$ cat src/rtl/pc_branch_sequencer_if.sv
// Fetch/core handshake bundle for the PC sequencer.
// master is the sequencer side, slave is the memory + core side.
interface pc_branch_sequencer_if #(parameter int CNT_W = 32);
    logic              imem_req_valid;
    logic [31:0]       imem_req_addr;
    logic              imem_req_ready;
    logic              imem_rsp_valid;
    logic [31:0]       imem_rsp_data;
    logic              instr_valid;
    logic [31:0]       instr;
    logic [31:0]       instr_pc;
    logic              instr_ready;
    logic              branch_en;
    logic              branch_taken;
    logic [31:0]       branch_target;
    logic              jump_en;
    logic [31:0]       jump_target;
    logic              misalign_err;
    logic [CNT_W-1:0]  retired_cnt;
    logic [CNT_W-1:0]  taken_cnt;

    modport master (
        output imem_req_valid, imem_req_addr,
        input  imem_req_ready, imem_rsp_valid, imem_rsp_data,
        output instr_valid, instr, instr_pc,
        input  instr_ready, branch_en, branch_taken, branch_target, jump_en, jump_target,
        output misalign_err, retired_cnt, taken_cnt
    );

    modport slave (
        input  imem_req_valid, imem_req_addr,
        output imem_req_ready, imem_rsp_valid, imem_rsp_data,
        input  instr_valid, instr, instr_pc,
        output instr_ready, branch_en, branch_taken, branch_target, jump_en, jump_target,
        input  misalign_err, retired_cnt, taken_cnt
    );
endinterface

$ cat src/rtl/pc_branch_sequencer.sv
// Program counter owner: fetches one instruction at a time, hands it to the core,
// and picks the next PC from jump/branch results; stops on a misaligned redirect.
module pc_branch_sequencer #(
    parameter logic [31:0] RESET_PC = 32'h0000_0000,
    parameter int          CNT_W    = 32
) (
    input  logic                   clk,
    input  logic                   rst,
    pc_branch_sequencer_if.master  bus
);
    typedef enum logic [2:0] {BOOT, REQ, WAIT, HOLD, ERR} state_t;

    localparam logic [CNT_W-1:0] CNT_ONE = 1;

    state_t           state;
    logic [31:0]      pc;
    logic [31:0]      instr_q;
    logic [31:0]      instr_pc_q;
    logic             req_valid_q;
    logic             instr_valid_q;
    logic             err_q;
    logic [CNT_W-1:0] retired_q;
    logic [CNT_W-1:0] taken_q;

    logic             taken;
    logic [31:0]      tgt;

    // Jump wins over branch; JAL/JALR targets have bit0 cleared.
    always_comb begin
        taken = 1'b0;
        tgt   = pc + 32'd4;
        if (bus.jump_en) begin
            taken = 1'b1;
            tgt   = bus.jump_target & 32'hFFFF_FFFE;
        end else if (bus.branch_en && bus.branch_taken) begin
            taken = 1'b1;
            tgt   = bus.branch_target;
        end
    end

    always_ff @(posedge clk) begin
        if (rst) begin
            state         <= BOOT;
            pc            <= RESET_PC;
            req_valid_q   <= 1'b0;
            instr_valid_q <= 1'b0;
            instr_q       <= 32'h0;
            instr_pc_q    <= 32'h0;
            err_q         <= 1'b0;
            retired_q     <= '0;
            taken_q       <= '0;
        end else begin
            unique case (state)
                BOOT: begin
                    req_valid_q <= 1'b1;
                    state       <= REQ;
                end
                REQ: begin
                    if (bus.imem_req_ready) begin
                        req_valid_q <= 1'b0;
                        state       <= WAIT;
                    end
                end
                WAIT: begin
                    if (bus.imem_rsp_valid) begin
                        instr_q       <= bus.imem_rsp_data;
                        instr_pc_q    <= pc;
                        instr_valid_q <= 1'b1;
                        state         <= HOLD;
                    end
                end
                HOLD: begin
                    if (bus.instr_ready) begin
                        instr_valid_q <= 1'b0;
                        retired_q     <= retired_q + CNT_ONE;
                        if (taken)
                            taken_q <= taken_q + CNT_ONE;
                        // A misaligned redirect still retires, but the PC stays put.
                        if (taken && tgt[1]) begin
                            err_q <= 1'b1;
                            state <= ERR;
                        end else begin
                            pc          <= tgt;
                            req_valid_q <= 1'b1;
                            state       <= REQ;
                        end
                    end
                end
                ERR: begin
                    state <= ERR;
                end
                default: state <= BOOT;
            endcase
        end
    end

    assign bus.imem_req_valid = req_valid_q;
    assign bus.imem_req_addr  = pc;
    assign bus.instr_valid    = instr_valid_q;
    assign bus.instr          = instr_q;
    assign bus.instr_pc       = instr_pc_q;
    assign bus.misalign_err   = err_q;
    assign bus.retired_cnt    = retired_q;
    assign bus.taken_cnt      = taken_q;
endmodule

$ cat src/flat_wrapper.sv
// flat-port wrapper written by rule: the top's interface ports become plain ports
module pc_branch_sequencer_flat 
#(
    parameter logic [31:0] RESET_PC = 32'h0000_0000,
    parameter int          CNT_W    = 32
)
  (clk, rst, bus_imem_req_valid, bus_imem_req_addr, bus_imem_req_ready, bus_imem_rsp_valid, bus_imem_rsp_data, bus_instr_valid, bus_instr, bus_instr_pc, bus_instr_ready, bus_branch_en, bus_branch_taken, bus_branch_target, bus_jump_en, bus_jump_target, bus_misalign_err, bus_retired_cnt, bus_taken_cnt);
  pc_branch_sequencer_if #(.CNT_W(CNT_W)) bus_i ();
  input  logic clk;
  input  logic rst;
  output wire logic [$bits(bus_i.imem_req_valid)-1:0] bus_imem_req_valid;
  output wire logic [$bits(bus_i.imem_req_addr)-1:0] bus_imem_req_addr;
  input wire logic [$bits(bus_i.imem_req_ready)-1:0] bus_imem_req_ready;
  input wire logic [$bits(bus_i.imem_rsp_valid)-1:0] bus_imem_rsp_valid;
  input wire logic [$bits(bus_i.imem_rsp_data)-1:0] bus_imem_rsp_data;
  output wire logic [$bits(bus_i.instr_valid)-1:0] bus_instr_valid;
  output wire logic [$bits(bus_i.instr)-1:0] bus_instr;
  output wire logic [$bits(bus_i.instr_pc)-1:0] bus_instr_pc;
  input wire logic [$bits(bus_i.instr_ready)-1:0] bus_instr_ready;
  input wire logic [$bits(bus_i.branch_en)-1:0] bus_branch_en;
  input wire logic [$bits(bus_i.branch_taken)-1:0] bus_branch_taken;
  input wire logic [$bits(bus_i.branch_target)-1:0] bus_branch_target;
  input wire logic [$bits(bus_i.jump_en)-1:0] bus_jump_en;
  input wire logic [$bits(bus_i.jump_target)-1:0] bus_jump_target;
  output wire logic [$bits(bus_i.misalign_err)-1:0] bus_misalign_err;
  output wire logic [$bits(bus_i.retired_cnt)-1:0] bus_retired_cnt;
  output wire logic [$bits(bus_i.taken_cnt)-1:0] bus_taken_cnt;
  assign bus_imem_req_valid = bus_i.imem_req_valid;
  assign bus_imem_req_addr = bus_i.imem_req_addr;
  assign bus_i.imem_req_ready = bus_imem_req_ready;
  assign bus_i.imem_rsp_valid = bus_imem_rsp_valid;
  assign bus_i.imem_rsp_data = bus_imem_rsp_data;
  assign bus_instr_valid = bus_i.instr_valid;
  assign bus_instr = bus_i.instr;
  assign bus_instr_pc = bus_i.instr_pc;
  assign bus_i.instr_ready = bus_instr_ready;
  assign bus_i.branch_en = bus_branch_en;
  assign bus_i.branch_taken = bus_branch_taken;
  assign bus_i.branch_target = bus_branch_target;
  assign bus_i.jump_en = bus_jump_en;
  assign bus_i.jump_target = bus_jump_target;
  assign bus_misalign_err = bus_i.misalign_err;
  assign bus_retired_cnt = bus_i.retired_cnt;
  assign bus_taken_cnt = bus_i.taken_cnt;
  pc_branch_sequencer #(.RESET_PC(RESET_PC), .CNT_W(CNT_W)) u_core (.clk(clk), .rst(rst), .bus(bus_i));
endmodule
$ cat config.mk
export PLATFORM = sky130hd
export DESIGN_NAME = pc_branch_sequencer_flat
export DESIGN_NICKNAME = d
export VERILOG_FILES = /design/src/rtl/pc_branch_sequencer_if.sv /design/src/rtl/pc_branch_sequencer.sv /design/src/flat_wrapper.sv
export SDC_FILE = /design/constraint.sdc
export NUM_CORES = 1
export LEC_CHECK = 0
export CAP_MARGIN = 5
export CORE_MARGIN = 4
export CORE_UTILIZATION = 35
export DETAILED_ROUTE_END_ITERATION = 12
export HOLD_SLACK_MARGIN = 0.02
export PLACE_DENSITY = 0.74
export SLEW_MARGIN = 20
export SYNTH_ARGS = -nofsm -noshare
export SYNTH_HDL_FRONTEND = slang
export SYNTH_SLANG_ARGS = --single-unit
export TNS_END_PERCENT = 10
$ cat constraint.sdc
create_clock -name clk -period 2.7 [get_ports clk]
set_clock_uncertainty 0.15 [all_clocks]
set_input_delay 0.405 -clock clk [delete_from_list [all_inputs] [get_ports clk]]
set_output_delay 0.405 -clock clk [all_outputs]
set_load 0.02 [all_outputs]
* After elaboration in Yosys (flattened, before gate mapping) *
Index checks and enable logic that the tools add are counted.

storage, ports and cells
  register bits after elaboration = 166
  bits of input ports = 104
  logic and storage cells = 50

operators by class
  bitwise operators = 1
  $add $sub $neg = 3
  reductions and logical operators = 13
  equal/unequal tests = 8
  mux-type cells = 16

operators with widths
  operator                                                          count
  32-bit by 1-bit adder with 32-bit output (second input constant)  2
  32-bit two-way mux                                                2
  32-bit by 3-bit adder with 32-bit output (second input constant)  1
  3-bit case mux with 5 select lines                                1
  3-bit AND reduction                                               5
  3-bit two-way mux                                                 4
  2-bit inequality test (second input constant)                     4
  1-bit two-way mux                                                 7
  3-bit by 2-bit == test with 1-bit output (second input constant)  2
  2-bit AND reduction                                               2
  4-bit AND reduction                                               1
  3-bit by 1-bit == test with 1-bit output (second input constant)  1
  3-bit == test (second input constant)                             1
  3-bit logical NOT                                                 1
  1-bit case mux with 3 select lines                                1
  3-bit nonzero test                                                1
  1-bit logical AND                                                 2
  1-bit case mux with 2 select lines                                1
  2-bit nonzero test                                                1
  1-bit NOT                                                         1

* Longest topological paths before layout *
  depth after elaboration = 7
  mapped depth = 8
  mapped depth without buffers = 6

* Worst setup path after synthesis *
OpenSTA, ideal clock, no wires.

  kind = register to register
  start = register u_core.pc[2], in the netlist u_core.bus.imem_req_addr[2]
  end = register u_core.pc[24], in the netlist u_core.bus.imem_req_addr[24]
  path slack = 0.384 ns
  required time = 2.414 ns
  cell stages (with the launch flop) = 7
  arrival = 2.030 ns
  clock period less this slack = 2.316 ns
  path buffers = 0
  cell sequence = dfxtp_1 > ha_1 > nand4_1 > nor3_1 > nand4_1 > o311ai_0 > nand3_1

on the way
  cells in the longest elaborated chain, start to end = 3

RTL lines
  item                                      line                       RTL
  from (decl)                               pc_branch_sequencer.sv:16  logic [31:0] pc;
  from (signal assigned)                    pc_branch_sequencer.sv:83  pc <= tgt;
  32-bit by 3-bit adder with 32-bit output  pc_branch_sequencer.sv:31  tgt = pc + 32'd4;
  32-bit two-way mux                        pc_branch_sequencer.sv:35  end else if (bus.branch_en && bus.branch_taken) begin
  32-bit two-way mux                        pc_branch_sequencer.sv:32  if (bus.jump_en) begin

No other way between the ends.
A chain may end at the register's enable or synchronous reset.

* Worst setup path in the final report *
  start = register u_core.state[1]
  end = register u_core.taken_q[23], in the netlist u_core.bus.taken_cnt[23]

on the way
  cells in the longest elaborated chain, start to end = 2

RTL lines
  item                                      line                       RTL
  from (decl)                               pc_branch_sequencer.sv:15  state_t state;
  from (signal assigned)                    pc_branch_sequencer.sv:43  state <= BOOT;
  from (signal assigned)                    pc_branch_sequencer.sv:56  state <= REQ;
  from (signal assigned)                    pc_branch_sequencer.sv:61  state <= WAIT;
  3-bit by 2-bit == test with 1-bit output  pc_branch_sequencer.sv:53  unique case (state)
  3-bit AND reduction (no source line)      --
  to (signal assigned)                      pc_branch_sequencer.sv:77  taken_q <= taken_q + CNT_ONE;
  to (decl)                                 pc_branch_sequencer.sv:23  logic [CNT_W-1:0] taken_q;

No other way between the ends.

==> results.json <==
{
  "yosysMostFrequentCell": "nand2_1",
  "post_cts_buffers": 0,
  "drive_gt1_share_pct": 7.21,
  "cts_tree": "built",
  "cp-end-kind": "flip-flop",
  "cts.sinks": 166,
  "antenna_found_initial": 0,
  "drt_iter0_markers": 464,
  "irDropWorstVdd_mv": 0.360,
  "hold_buffers": 0,
  "vias": 8221,
  "numPlacedInstances": 1524,
  "max_slew_margin_pct": 51.8,
  "synth_ff_type": "dfxtp_1",
  "crit_slowest_cell": "dfxtp_1",
  "max_freq_ghz": 0.411,
  "num_rows": 54,
  "yosys-top-cells-count": "nand2_1 (207), dfxtp_1 (166), a21oi_1 (134)",
  "track_usage_pct": 20.0,
  "remaining_drc_errors": 0,
  "synth_seq_area_share_pct": 43.0,
  "worstHoldPathType": "in -> reg",
  "num_antenna_cells": 0,
  "clock-root-buffer": "clkbuf_16",
  "required_ns": 2.91,
  "ys_top_cells_by_area": "dfxtp_1 (43%), nand2_1 (10%), a21oi_1 (8.7%), o21ai_0 (3.2%), nor2_1 (3.0%)",
  "status": "finished clean",
  "total_power_w": 0.00540,
  "ant_nets": 0,
  "chipWidth_um": 157,
  "wl_per_cell_um": 16.2,
  "worst_pin_slew_ns": 0.716,
  "multiInputGateArea_um2": 4060,
  "dp_hpwl_um": 18000,
  "grt_pass1_vias": 7771,
  "synth_nets": 1109,
  "leakagePower_nw": 3.77,
  "final_core_util_pct": 52.5,
  "async_reset_ff_share_pct": 0,
  "fin_hold_ws_ns": 0.239,
  "initial_core_util_pct": 35.6,
  "crit_type": "reg -> reg",
  "yosysTopAreaCell": "dfxtp_1",
  "numCtsBuffers": 17,
  "slew_viol_final": 0,
  "synth_area_um2": 7740,
  "critical_path.max_stage_delay_ns": 0.52,
  "rsz0062_at_grt": "no",
  "finalHoldViolations": 0,
  "grt_start_max_net_pins": 112,
  "fill_cells": 2049,
  "grt_remaining_overflow": 0,
  "cp.arrival_ns": 2.64,
  "ys_ff_latch": 166,
  "htreeDepth": 4,
  "firstDrtPassIters": 5,
  "layout.cells.non_filler": 1556,
  "power.density_nw_per_um2": 473,
  "die_h_um": 157,
  "crit_chain": "and4b_2 > and3_1 > nand3_1 > buf_4 > or4_1 > a21oi_1",
  "core_um2": 21800,
  "synth.distinct_cells": 62,
  "period_share_pct": 90.0,
  "crit_fanout": 11,
  "io_pins": 267,
  "clk_latency_ns": 0.43,
  "io_buffers": 265,
  "crit_buf_inv": 1,
  "die-area_um2": 24500,
  "place.gp.congestion": 0.839,
  "seqCellArea_um2": 3320,
  "syn_inst": 1002,
  "ys_warn_count": 0,
  "synth_top_area_share_pct": 43.0,
  "min_period_ns": 2.43,
  "via_per_inst": 5.28,
  "cp-start-kind": "flip-flop",
  "setup_viol": 0,
  "cts_resized": 0,
  "avgSynthCellArea_um2": 7.72,
  "synth_edf_count": 0,
  "wirelength_um": 25200,
  "syn_to_final_growth_pct": 47.6,
  "cts_max_path_buffers": 2,
  "nets": 1370,
  "grt_pass1_wl_um": 40000,
  "cp_top_family": "simple AND/OR/NAND/NOR gates",
  "clkTransAtPathRegs_ns": 0.07,
  "timing.max_cap.violations": 0
}
## sequential cells by signal, indices dropped and copies added (netlist names)
register	count
u_core.bus.misalign_err	1
u_core.state	3
u_core.bus.instr	32
u_core.bus.instr_valid	1
u_core.bus.retired_cnt	32
u_core.bus.imem_req_addr	32
u_core.bus.taken_cnt	32
u_core.bus.imem_req_valid	1
u_core.bus.instr_pc	32
## kinds of logic after synthesis
group / count (synthesis) / share of synthesized area (%)
buf+inv: 86 / 4.67
fa+ha+maj: 3 / 0.485
simple gates: 456 / 28.8
mux: 3 / 0.388
compound gates: 253 / 18.8
flops: 166 / 43.0
xor+xnor: 35 / 3.96
## stage by stage
stage	TNS [ns]	instance area (µm²)	setup slack, ns
CTS	0	11400	0.293
finish	0	11400	0.269
global route	0	11400	0.122
global placement	-0.307	10800	-0.0950
floorplan	0	7740	0.384
detailed placement	-0.387	10800	-0.0964
## where the power goes
group          leakage [nW]  switching [W]  internal [W]
combinational          2.16       0.000231      0.000238
clock                 0.274        0.00112       0.00132
sequential             1.34      0.0000209       0.00247
total                  3.77        0.00137       0.00403
## final timing paths
kind	start	endpoint	slack [ns]	depth (start not counted)
hold / removal	rst	u_core.bus.taken_cnt[16]	0.24	2
hold reg to reg	u_core.bus.instr[19]	u_core.bus.instr[19]	0.30	2
setup reg to reg	u_core.state[1]	u_core.bus.taken_cnt[23]	0.27	6
setup / recovery	u_core.state[1]	u_core.bus.taken_cnt[23]	0.27	6
## area by class of cell
cell class | instances | area share (%)
inverters | 22 | 0.723
multi-input cells | 750 | 35.5
repair buffers | 306 | 26.5
flip-flops and latches | 166 | 29.1
clock inverters | 14 | 1.23
well taps | 280 | 3.07
clock buffers | 18 | 3.85
## worst reg2reg max path: cells and delay by family, from the launching register on
kind	cells	cell delay [ns]
and+or+nand+nor	4	1.33
AOI/OAI and AO/OA	1	0.14
buffers and inverters	1	0.23
DFF	1	0.52
## placed cells by master (no fill, tap or decap), types with 26 or more instances in the layout
cell type	n
o21ai_0	50
clkdlybuf4s50_1	263
nor2_1	61
buf_4	36
nand2_1	207
nand3_1	34
or3_1	26
a21oi_1	133
nand4_1	30
dfxtp_1	166
## per-layer routing
layer  global-route usage (%)  part of all wire (%)
met1                     25.7                    44
met2                     33.6                    47
met3                     5.17                   7.9
met4                     5.17                  0.99
met5                        0                     0
(Power assumes the default switching activity.)
